--- src/rtl/fpu_sched.sv ---
// -----------------------------------------------------------------------------
// fpu_sched
//
// Sequencing controller between the floating-point decode FSM and the FPU
// function units. It accepts one issue pulse, decodes funct7 to a target unit,
// pulses that unit's start bit, and then either counts out the unit's fixed
// latency or waits for its done strobe, bounded by a timeout. The captured
// result is returned with a single fpu_valid pulse. One operation in flight.
//
// Ports
//   clk        in   1    rising-edge clock
//   rstn       in   1    asynchronous active-low reset
//   fpu_go     in   1    issue pulse, sampled only in IDLE
//   funct7     in   7    operation select
//   funct3     in   3    compare/sign sub-function
//   x, y       in   32   operands
//   unit_res   in   224  7x32 unit results, unit k at [32k+31:32k]
//   unit_done  in   7    done strobes (div = bit 2, sqrt = bit 3)
//   unit_start out  7    one-hot start pulse
//   op_a, op_b out  32   registered operands
//   op_f3      out  3    registered funct3
//   op_sub     out  1    1 for fsub
//   fpu_valid  out  1    one-cycle result pulse
//   fpu_res    out  32   result, held until the next fpu_valid
//   fregwb     out  1    1 for an integer-register destination
//   fpu_busy   out  1    high in every state except IDLE
//   fpu_err    out  1    pulse with fpu_valid on illegal op or timeout
// -----------------------------------------------------------------------------
module fpu_sched #(
  parameter int ADD_LAT = 2,
  parameter int MUL_LAT = 2,
  parameter int CMP_LAT = 1,
  parameter int CVT_LAT = 2,
  parameter int TIMEOUT = 63
) (
  input  logic         clk,
  input  logic         rstn,
  input  logic         fpu_go,
  input  logic [6:0]   funct7,
  input  logic [2:0]   funct3,
  input  logic [31:0]  x,
  input  logic [31:0]  y,
  input  logic [223:0] unit_res,
  input  logic [6:0]   unit_done,
  output logic [6:0]   unit_start,
  output logic [31:0]  op_a,
  output logic [31:0]  op_b,
  output logic [2:0]   op_f3,
  output logic         op_sub,
  output logic         fpu_valid,
  output logic [31:0]  fpu_res,
  output logic         fregwb,
  output logic         fpu_busy,
  output logic         fpu_err
);

  typedef enum logic [2:0] {
    S_IDLE,
    S_ISSUE,
    S_COUNT,
    S_WAIT_DONE,
    S_RESP
  } state_e;

  localparam logic [31:0] CANON_NAN = 32'h7FC0_0000;

  state_e       state_q, state_d;
  logic [7:0]   cnt_q, cnt_d;
  logic [2:0]   unit_q, unit_d;
  logic         legal_q, legal_d;
  logic         wb_lat_q, wb_lat_d;   // fregwb of the op in flight
  logic [6:0]   unit_start_q, unit_start_d;
  logic [31:0]  op_a_q, op_a_d;
  logic [31:0]  op_b_q, op_b_d;
  logic [2:0]   op_f3_q, op_f3_d;
  logic         op_sub_q, op_sub_d;
  logic         valid_q, valid_d;
  logic [31:0]  res_q, res_d;
  logic         fregwb_q, fregwb_d;
  logic         busy_q, busy_d;
  logic         err_q, err_d;

  // Decode of the incoming funct7.
  logic [2:0] dec_unit;
  logic       dec_legal;
  logic       dec_wb;

  always_comb begin
    dec_unit  = 3'd0;
    dec_legal = 1'b1;
    dec_wb    = 1'b0;
    unique case (funct7)
      7'b0000000, 7'b0000100: dec_unit = 3'd0;
      7'b0001000:             dec_unit = 3'd1;
      7'b0001100:             dec_unit = 3'd2;
      7'b0101100:             dec_unit = 3'd3;
      7'b1010000: begin       dec_unit = 3'd4; dec_wb = 1'b1; end
      7'b1100000: begin       dec_unit = 3'd5; dec_wb = 1'b1; end
      7'b1101000:             dec_unit = 3'd6;
      default:                dec_legal = 1'b0;
    endcase
  end

  // Fixed latency of the latched unit (only meaningful for non div/sqrt).
  logic [7:0] unit_lat;
  always_comb begin
    unit_lat = 8'(ADD_LAT);
    case (unit_q)
      3'd1:       unit_lat = 8'(MUL_LAT);
      3'd4:       unit_lat = 8'(CMP_LAT);
      3'd5, 3'd6: unit_lat = 8'(CVT_LAT);
      default:    unit_lat = 8'(ADD_LAT);
    endcase
  end

  logic [31:0] sel_res;
  assign sel_res = unit_res[{unit_q, 5'b0} +: 32];

  always_comb begin
    // NOTE: every signal gets a default before the case so no path leaves it
    // unassigned; otherwise synthesis infers a latch to hold the old value.
    state_d      = state_q;
    cnt_d        = cnt_q;
    unit_d       = unit_q;
    legal_d      = legal_q;
    wb_lat_d     = wb_lat_q;
    op_a_d       = op_a_q;
    op_b_d       = op_b_q;
    op_f3_d      = op_f3_q;
    op_sub_d     = op_sub_q;
    res_d        = res_q;
    fregwb_d     = fregwb_q;
    unit_start_d = '0;
    valid_d      = 1'b0;
    err_d        = 1'b0;

    unique case (state_q)
      S_IDLE: begin
        if (fpu_go) begin
          op_a_d   = x;
          op_b_d   = y;
          op_f3_d  = funct3;
          op_sub_d = (funct7 == 7'b0000100);
          unit_d   = dec_unit;
          legal_d  = dec_legal;
          wb_lat_d = dec_wb;
          // Start is registered, so it is set on the edge entering ISSUE.
          if (dec_legal) unit_start_d = 7'(7'b1 << dec_unit);
          state_d  = S_ISSUE;
        end
      end

      S_ISSUE: begin
        if (!legal_q) begin
          res_d    = '0;
          valid_d  = 1'b1;
          err_d    = 1'b1;
          fregwb_d = wb_lat_q;
          state_d  = S_RESP;
        end else if (unit_q == 3'd2 || unit_q == 3'd3) begin
          cnt_d   = '0;
          state_d = S_WAIT_DONE;
        end else begin
          cnt_d   = unit_lat;
          state_d = S_COUNT;
        end
      end

      S_COUNT: begin
        cnt_d = cnt_q - 8'd1;
        if (cnt_q == 8'd1) begin
          res_d    = sel_res;
          valid_d  = 1'b1;
          fregwb_d = wb_lat_q;
          state_d  = S_RESP;
        end
      end

      S_WAIT_DONE: begin
        cnt_d = cnt_q + 8'd1;
        // Done is tested first so it wins over a simultaneous timeout.
        if (unit_done[unit_q]) begin
          res_d    = sel_res;
          valid_d  = 1'b1;
          fregwb_d = wb_lat_q;
          state_d  = S_RESP;
        end else if (cnt_q == 8'(TIMEOUT - 1)) begin
          res_d    = CANON_NAN;
          valid_d  = 1'b1;
          err_d    = 1'b1;
          fregwb_d = wb_lat_q;
          state_d  = S_RESP;
        end
      end

      S_RESP: begin
        cnt_d   = '0;
        state_d = S_IDLE;
      end

      default: state_d = S_IDLE;
    endcase

    busy_d = (state_d != S_IDLE);
  end

  always_ff @(posedge clk or negedge rstn) begin
    if (!rstn) begin
      state_q      <= S_IDLE;
      cnt_q        <= '0;
      unit_q       <= '0;
      legal_q      <= 1'b0;
      wb_lat_q     <= 1'b0;
      unit_start_q <= '0;
      op_a_q       <= '0;
      op_b_q       <= '0;
      op_f3_q      <= '0;
      op_sub_q     <= 1'b0;
      valid_q      <= 1'b0;
      res_q        <= '0;
      fregwb_q     <= 1'b0;
      busy_q       <= 1'b0;
      err_q        <= 1'b0;
    end else begin
      // NOTE: non-blocking assignments so every register samples the values
      // from before this edge, independent of statement order.
      state_q      <= state_d;
      cnt_q        <= cnt_d;
      unit_q       <= unit_d;
      legal_q      <= legal_d;
      wb_lat_q     <= wb_lat_d;
      unit_start_q <= unit_start_d;
      op_a_q       <= op_a_d;
      op_b_q       <= op_b_d;
      op_f3_q      <= op_f3_d;
      op_sub_q     <= op_sub_d;
      valid_q      <= valid_d;
      res_q        <= res_d;
      fregwb_q     <= fregwb_d;
      busy_q       <= busy_d;
      err_q        <= err_d;
    end
  end

  assign unit_start = unit_start_q;
  assign op_a       = op_a_q;
  assign op_b       = op_b_q;
  assign op_f3      = op_f3_q;
  assign op_sub     = op_sub_q;
  assign fpu_valid  = valid_q;
  assign fpu_res    = res_q;
  assign fregwb     = fregwb_q;
  assign fpu_busy   = busy_q;
  assign fpu_err    = err_q;

endmodule

--- config.mk ---
export PLATFORM = sky130hd
export DESIGN_NAME = fpu_sched
export DESIGN_NICKNAME = d
export VERILOG_FILES = /design/src/rtl/fpu_sched.sv
export SDC_FILE = /design/constraint.sdc
export NUM_CORES = 1
export LEC_CHECK = 0
export CAP_MARGIN = 20
export CORE_ASPECT_RATIO = 0.6
export CORE_MARGIN = 3
export CORE_UTILIZATION = 25
export DETAILED_ROUTE_END_ITERATION = 10
export PLACE_DENSITY = 0.56
export SYNTH_ARGS = -nofsm -noshare
export SYNTH_HDL_FRONTEND = slang
export SYNTH_SLANG_ARGS = --single-unit
--- constraint.sdc ---
create_clock -name clk -period 5.9 [get_ports clk]
set_input_delay 1.18 -clock clk [delete_from_list [all_inputs] [get_ports clk]]
set_output_delay 1.18 -clock clk [all_outputs]
set_load 0.01 [all_outputs]
==> results of run 1 <==
registers in the layout (all words and copies together), names as in the netlist:
signal      flops
fpu_err         1
fpu_busy        1
op_a           32
fregwb          1
unit_start      7
state_q         3
op_sub          1
cnt_q           8
legal_q         1
wb_lat_q        1
op_f3           3
fpu_res        32
fpu_valid       1
op_b           32
unit_q          3
metal layers:
| metal | part of all wire (%) | GRT usage, % |
|---|---|---|
| met1 | 45 | 25.3 |
| met4 | 1.9 | 6.10 |
| met3 | 8.4 | 7.32 |
| met2 | 45 | 28.5 |
| met5 | 0 | 0 |
power groups by stage:
stage                     combinational, mW  sequential [mW]  clock (mW)
after floorplan                       0.739             1.48           0
after global placement                 1.85             1.41           0
after detailed placement               1.86             1.41           0
after CTS                              1.86             1.41        1.20
after global routing                   2.02             1.46        1.24
final                                  1.83             1.41        1.16
worst min path at each step:
stage | slack [ps] | startpoint | end | cells past startpoint
2_1_floorplan | 470 | cnt_q[7]$_DFFE_PN0P_ | cnt_q[7]$_DFFE_PN0P_ | 1
3_3_place_gp | 460 | op_a[6]$_DFFE_PN0P_ | op_a[6]$_DFFE_PN0P_ | 2
3_5_place_dp | 460 | op_a[21]$_DFFE_PN0P_ | op_a[21]$_DFFE_PN0P_ | 2
4_1_cts | 480 | op_a[6]$_DFFE_PN0P_ | op_a[6]$_DFFE_PN0P_ | 2
5_1_grt | 490 | op_a[6]$_DFFE_PN0P_ | op_a[6]$_DFFE_PN0P_ | 2
6_report | 470 | op_a[6]$_DFFE_PN0P_ | op_a[6]$_DFFE_PN0P_ | 2
cell type report:
class / instances / area, um^2
fill: 2696 / 15500
sequential: 127 / 3180
timing repair buffer: 426 / 4250
clock inverter: 14 / 204
tap: 367 / 459
antenna: 1 / 2.50
inverter: 7 / 26.3
clock buffer: 18 / 439
multi-input combinational: 593 / 3650
through the flow:
step	util [%]	instances	worst slack [ps]	hold slack (ps)	cell area [um^2]
floorplan	-	787	3480	467	7080
global placement	41.7	1520	2390	457	11600
detailed placement	41.7	1520	2350	462	11600
CTS	44.1	1552	2770	478	12200
global route	44.1	1553	2530	488	12200
finish	44.1	1553	2820	473	12200
worst reg2reg max path: stages (launching register included):
cell	delay (ps)
dfrtp_2	470
buf_4	310
nor2_1	450
a22oi_1	320
a31oi_4	230
buf_4	420
and2_1	440
mux2_4	330
cells in the mapped netlist, types with 3 or more instances:
cell and n:
and3_1 3, ha_1 4, mux2i_1 50, clkbuf_1 40, o22ai_1 5, a22oi_1 7
nand3_1 31, nor2b_1 8, dfrtp_1 127, nor3_1 4, nand2b_1 6, mux4_2 26
nor4_1 4, buf_2 13, a21oi_1 25, a21o_1 3, a31oi_1 3, or3_1 3
nand2_1 260, o211ai_1 23, nor2_1 33, o21ai_0 47, o31ai_1 9, and2_1 4
buf_1 5, inv_1 7, a2bb2oi_1 9
cells by family after synthesis:
kind of cell	Yosys count
buf+inv	67
compound gates	144
mux	78
fa+ha+maj	4
flops	127
simple gates	367
==> impl_metrics.yaml, run 1 <==
worst_setup_path:
  reg2reg_depth: 7
  worstPathArrival_ps: 3390
  cp-end-kind: "flip-flop"
  timing.rr.start: "unit_q[2]$_DFFE_PN0P_"
  r2r_end: "fregwb$_DFFE_PN0P_"
  critPathBufInv: 2
  cp_top_family: "simple AND/OR/NAND/NOR gates"
  setup.worst_path.end: "fregwb$_DFFE_PN0P_"
  reg2reg_slack_ps: 2820
  crit_slowest_cell: "dfrtp_2"
  critical_path_required_ps: 6210
  cp_num_cells: 7
  cp_cell_sequence: "buf_4 > nor2_1 > a22oi_1 > a31oi_4 > buf_4 > and2_1 > mux2_4"
  crit_path_start: "unit_q[2]$_DFFE_PN0P_"
  critical_path.max_fanout: 58
  crit_path_start_kind: "flip-flop"
  max_stage_delay_ps: 470
  cp_common_cell: "buf_4"
  critPathKind: "flip-flop to flip-flop"
clocking:
  hold_buffers: 0
  cts_buffer_depth: 2
  cts_repair_resize_count: 0
  post_cts_buffers: 0
  cts_sinks: 127
  cts_tree: "done"
  root_buffer: "clkbuf_16"
  clk_pin_slew_ps: 60
  htree_levels: 4
  clk_latency_ps: 430
  cts_made_buffers: 17
run_status:
  status: "finished, final reports clean"
floorplan:
  die_h_um: 136
  rows: 47
  die_w_um: 223
  io_pins: 419
  initial_core_util_pct: 25.6
  coreArea_um2: 27700
  dieArea_um2: 30400
routing:
  firstDrtPassIters: 4
  routedWlPerCell_um: 18.7
  initialDrtViolationCount: 380
  ant_nets: 0
  num_vias: 7157
  vias_per_cell: 4.61
  finalWirelength_mm: 29.1
  drc: 0
finish:
  fin_nets: 1484
  layout_common_cells: "417 x clkdlybuf4s50_1, 259 x nand2_1, 124 x dfrtp_1, 50 x mux2i_1, 47 x o21ai_0"
  syn2layout_area_growth_pct: 72.5
  final_common_cell: "clkdlybuf4s50_1"
  drive_gt1_share_pct: 6.84
flow_run:
  maxCapViolCount: 0
timing:
  hold_viol: 0
  relSlewSlack_pct: 37.8
  slew_viol_final: 0
  fin_worst_skew_ps: 7.30
  tns_ps: 0
  min_period_over_period_pct: 52.1
  worst_pin_slew_ps: 933
  fmax_mhz: 325
  finalCriticalPeriod_ps: 3080
  finalSetupViolCount: 0
  rsz0062_at_grt: "no"
synth:
  synth_top_family_by_area: "simple AND/OR/NAND/NOR gates"
  yosys.area.top_type: "dfrtp_1"
  ys.flop_type: "dfrtp_1"
  synthArstFlopShare_pct: 100
  synth_fa_ha_area_share_pct: 0.707
  synth_area_leaders: "dfrtp_1 45%, nand2_1 14%, mux4_2 8.3%"
  ys_ff_latch: 127
  synth.area.mux_share_pct: 15.7
  synth_area_um2: 7080
  synth-seq-area-share_pct: 44.9
  synth_top_cell_area_share_pct: 44.9
  synth_edf_count: 0
  syn_inst: 787
  syn_area_per_cell_um2: 8.99
  synth_compound_area_share_pct: 12.9
  yosys_warnings: 0
  yosysUniqueCellTypes: 50
  synth-simple-area-share_pct: 21.8
  synthXorXnorAreaFrac_pct: 0
  syn-num-nets: 1099
global_route:
  grt_first_pass_wirelength_mm: 44.1
  grt_max_degree: 85
  grt_use_total_pct: 19.0
  overflow: 0
  grt_pass1_vias: 7370
  antenna_found_initial: 1
power_and_ir_drop:
  clkPwrFrac_pct: 26.4
  ir_drop_uv: 230
  p_leak_nw: 5.00
  p_seq_share_pct: 32.0
  p_total_mw: 4.40
  powerDensity_nw_per_um2: 361
  power_frac_comb_pct: 41.6
  switching_share_pct: 35.5
  power.switching_mw: 1.56
  internal_power_mw: 2.84
placement:
  finalWeightedCongestion: 0.825
  dp_hpwl_mm: 22.4
  portBuffers: 418
hold_path:
  min_path_type: "flip-flop to flip-flop"
Power figures use the tool's default switching activity.
==> run 2, diff against run 1 <==
clock period = 3.14 ns   (was 5.9 ns; I/O delays follow)
==> impl_metrics.yaml, run 2 (synthesis results as in run 1) <==
timing:
  relSlewSlack_pct: 52.3
  tns_ps: 0
  worst_pin_slew_ps: 715
  hold_ws_ps: 153
  finalCriticalPeriod_ps: 2430
  rsz0062_at_grt: "no"
  fin_worst_skew_ps: 13.3
  min_period_over_period_pct: 77.2
  finalSetupViolCount: 0
  slew_viol_final: 0
  hold_viol: 0
  fmax_mhz: 412
routing:
  finalWirelength_mm: 28.7
  vias_per_cell: 4.60
  initialDrtViolationCount: 454
  num_vias: 7176
  ant_nets: 0
  routedWlPerCell_um: 18.4
  firstDrtPassIters: 4
  drc: 0
clocking:
  clk_pin_slew_ps: 60
  cts_buffer_depth: 2
  cts_sinks: 127
  cts_made_buffers: 17
  root_buffer: "clkbuf_16"
  post_cts_buffers: 0
  cts_repair_resize_count: 0
  hold_buffers: 0
  clk_latency_ps: 420
  htree_levels: 4
  cts_tree: "done"
power_and_ir_drop:
  p_seq_share_pct: 31.7
  ir_drop_uv: 361
  clkPwrFrac_pct: 26.3
  power.switching_mw: 2.85
  switching_share_pct: 34.2
  power_frac_comb_pct: 41.9
  p_leak_nw: 5.05
  powerDensity_nw_per_um2: 676
  internal_power_mw: 5.47
placement:
  finalWeightedCongestion: 0.806
  portBuffers: 418
  placed_area_um2: 11700
  dp_hpwl_mm: 22.3
global_route:
  antenna_found_initial: 0
  overflow: 0
  grt_first_pass_wirelength_mm: 43.9
  grt_max_degree: 58
  grt_use_total_pct: 18.9
  grt_pass1_vias: 7345
worst_setup_path:
  worstPathArrival_ps: 2730
  critical_path.max_fanout: 24
  reg2reg_slack_ps: 710
  cp-end-kind: "flip-flop"
  critPathKind: "flip-flop to flip-flop"
  critical_path_required_ps: 3450
  crit_path_start_kind: "flip-flop"
floorplan:
  rows: 47
  die_h_um: 136
  die_w_um: 223
  initial_core_util_pct: 25.6
  coreArea_um2: 27700
  dieArea_um2: 30400
  io_pins: 419
finish:
  layout_common_cells: "417 x clkdlybuf4s50_1, 259 x nand2_1, 124 x dfrtp_1, 50 x mux2i_1, 47 x o21ai_0"
  final_common_cell: "clkdlybuf4s50_1"
  drive_gt1_share_pct: 7.13
  fin_nets: 1491
  final_area_um2: 12300
  n_antenna_cell: 0
  fin_util_pct: 44.5
  syn2layout_area_growth_pct: 74.0
run_status:
  status: "finished, final reports clean"
hold_path:
  min_path_type: "primary input to async pin"
flow_run:
  maxCapViolCount: 0
## run 2: cell count changes in the layout (fill, tap and decap cells not counted), moves of 2 or more
cell,previous run,this run
inv_6,5,0
clkbuf_1,0,3
buf_4,8,11
clkinv_2,0,2
buf_12,0,4
## run 2: layout make-up
cell class,instances,area (um^2)
fillers,2716,15400
flip-flops and latches,127,3180
multi-input cells,593,3650
clock buffers,22,464
inverters,7,26.3
clock inverters,10,184
repair buffers,433,4350
well taps,367,459
## run 2: final timing paths
check,startpoint,end,cells after the start
worst min-delay path,rstn,op_b[8]$_DFFE_PN0P_,1
worst min register to register,op_b[22]$_DFFE_PN0P_,op_b[22]$_DFFE_PN0P_,2
max in group asynchronous,rstn,cnt_q[5]$_DFFE_PN0P_,2
worst max-delay path,unit_q[2]$_DFFE_PN0P_,fregwb$_DFFE_PN0P_,5
min in group clk,op_b[22]$_DFFE_PN0P_,op_b[22]$_DFFE_PN0P_,2
worst max register to register,unit_q[2]$_DFFE_PN0P_,fregwb$_DFFE_PN0P_,5
## run 2: power groups by stage
stage	sequential [mW]	clock [mW]	combinational [mW]
after global routing	2.74	2.34	3.85
after floorplan	2.78	0	1.39
after CTS	2.64	2.27	3.55
final	2.64	2.19	3.49
after global placement	2.64	0	3.53
after detailed placement	2.64	0	3.54
## run 2: critical path: stages (launching register included)
cell and delay, ps:
dfrtp_2 580, nor2_1 460, a22oi_1 310, a31oi_4 230, and2_1 390, mux2_4 330
## run 2: stage by stage
stage	total power [mW]	instances	setup slack, ps
2_1_floorplan	4.17	787	1060
3_3_place_gp	6.17	1527	603
3_5_place_dp	6.18	1527	543
4_1_cts	8.46	1559	689
5_1_grt	8.93	1559	522
6_report	8.32	1559	715
## run 2: layer usage
layer	routed length, um	GRT usage (%)	vias up
met5	0	0	-
met4	244	3.84	0
met3	2300	7.12	13
met2	12900	28.7	230
met1	13200	25.7	3407
li1	-	-	3526
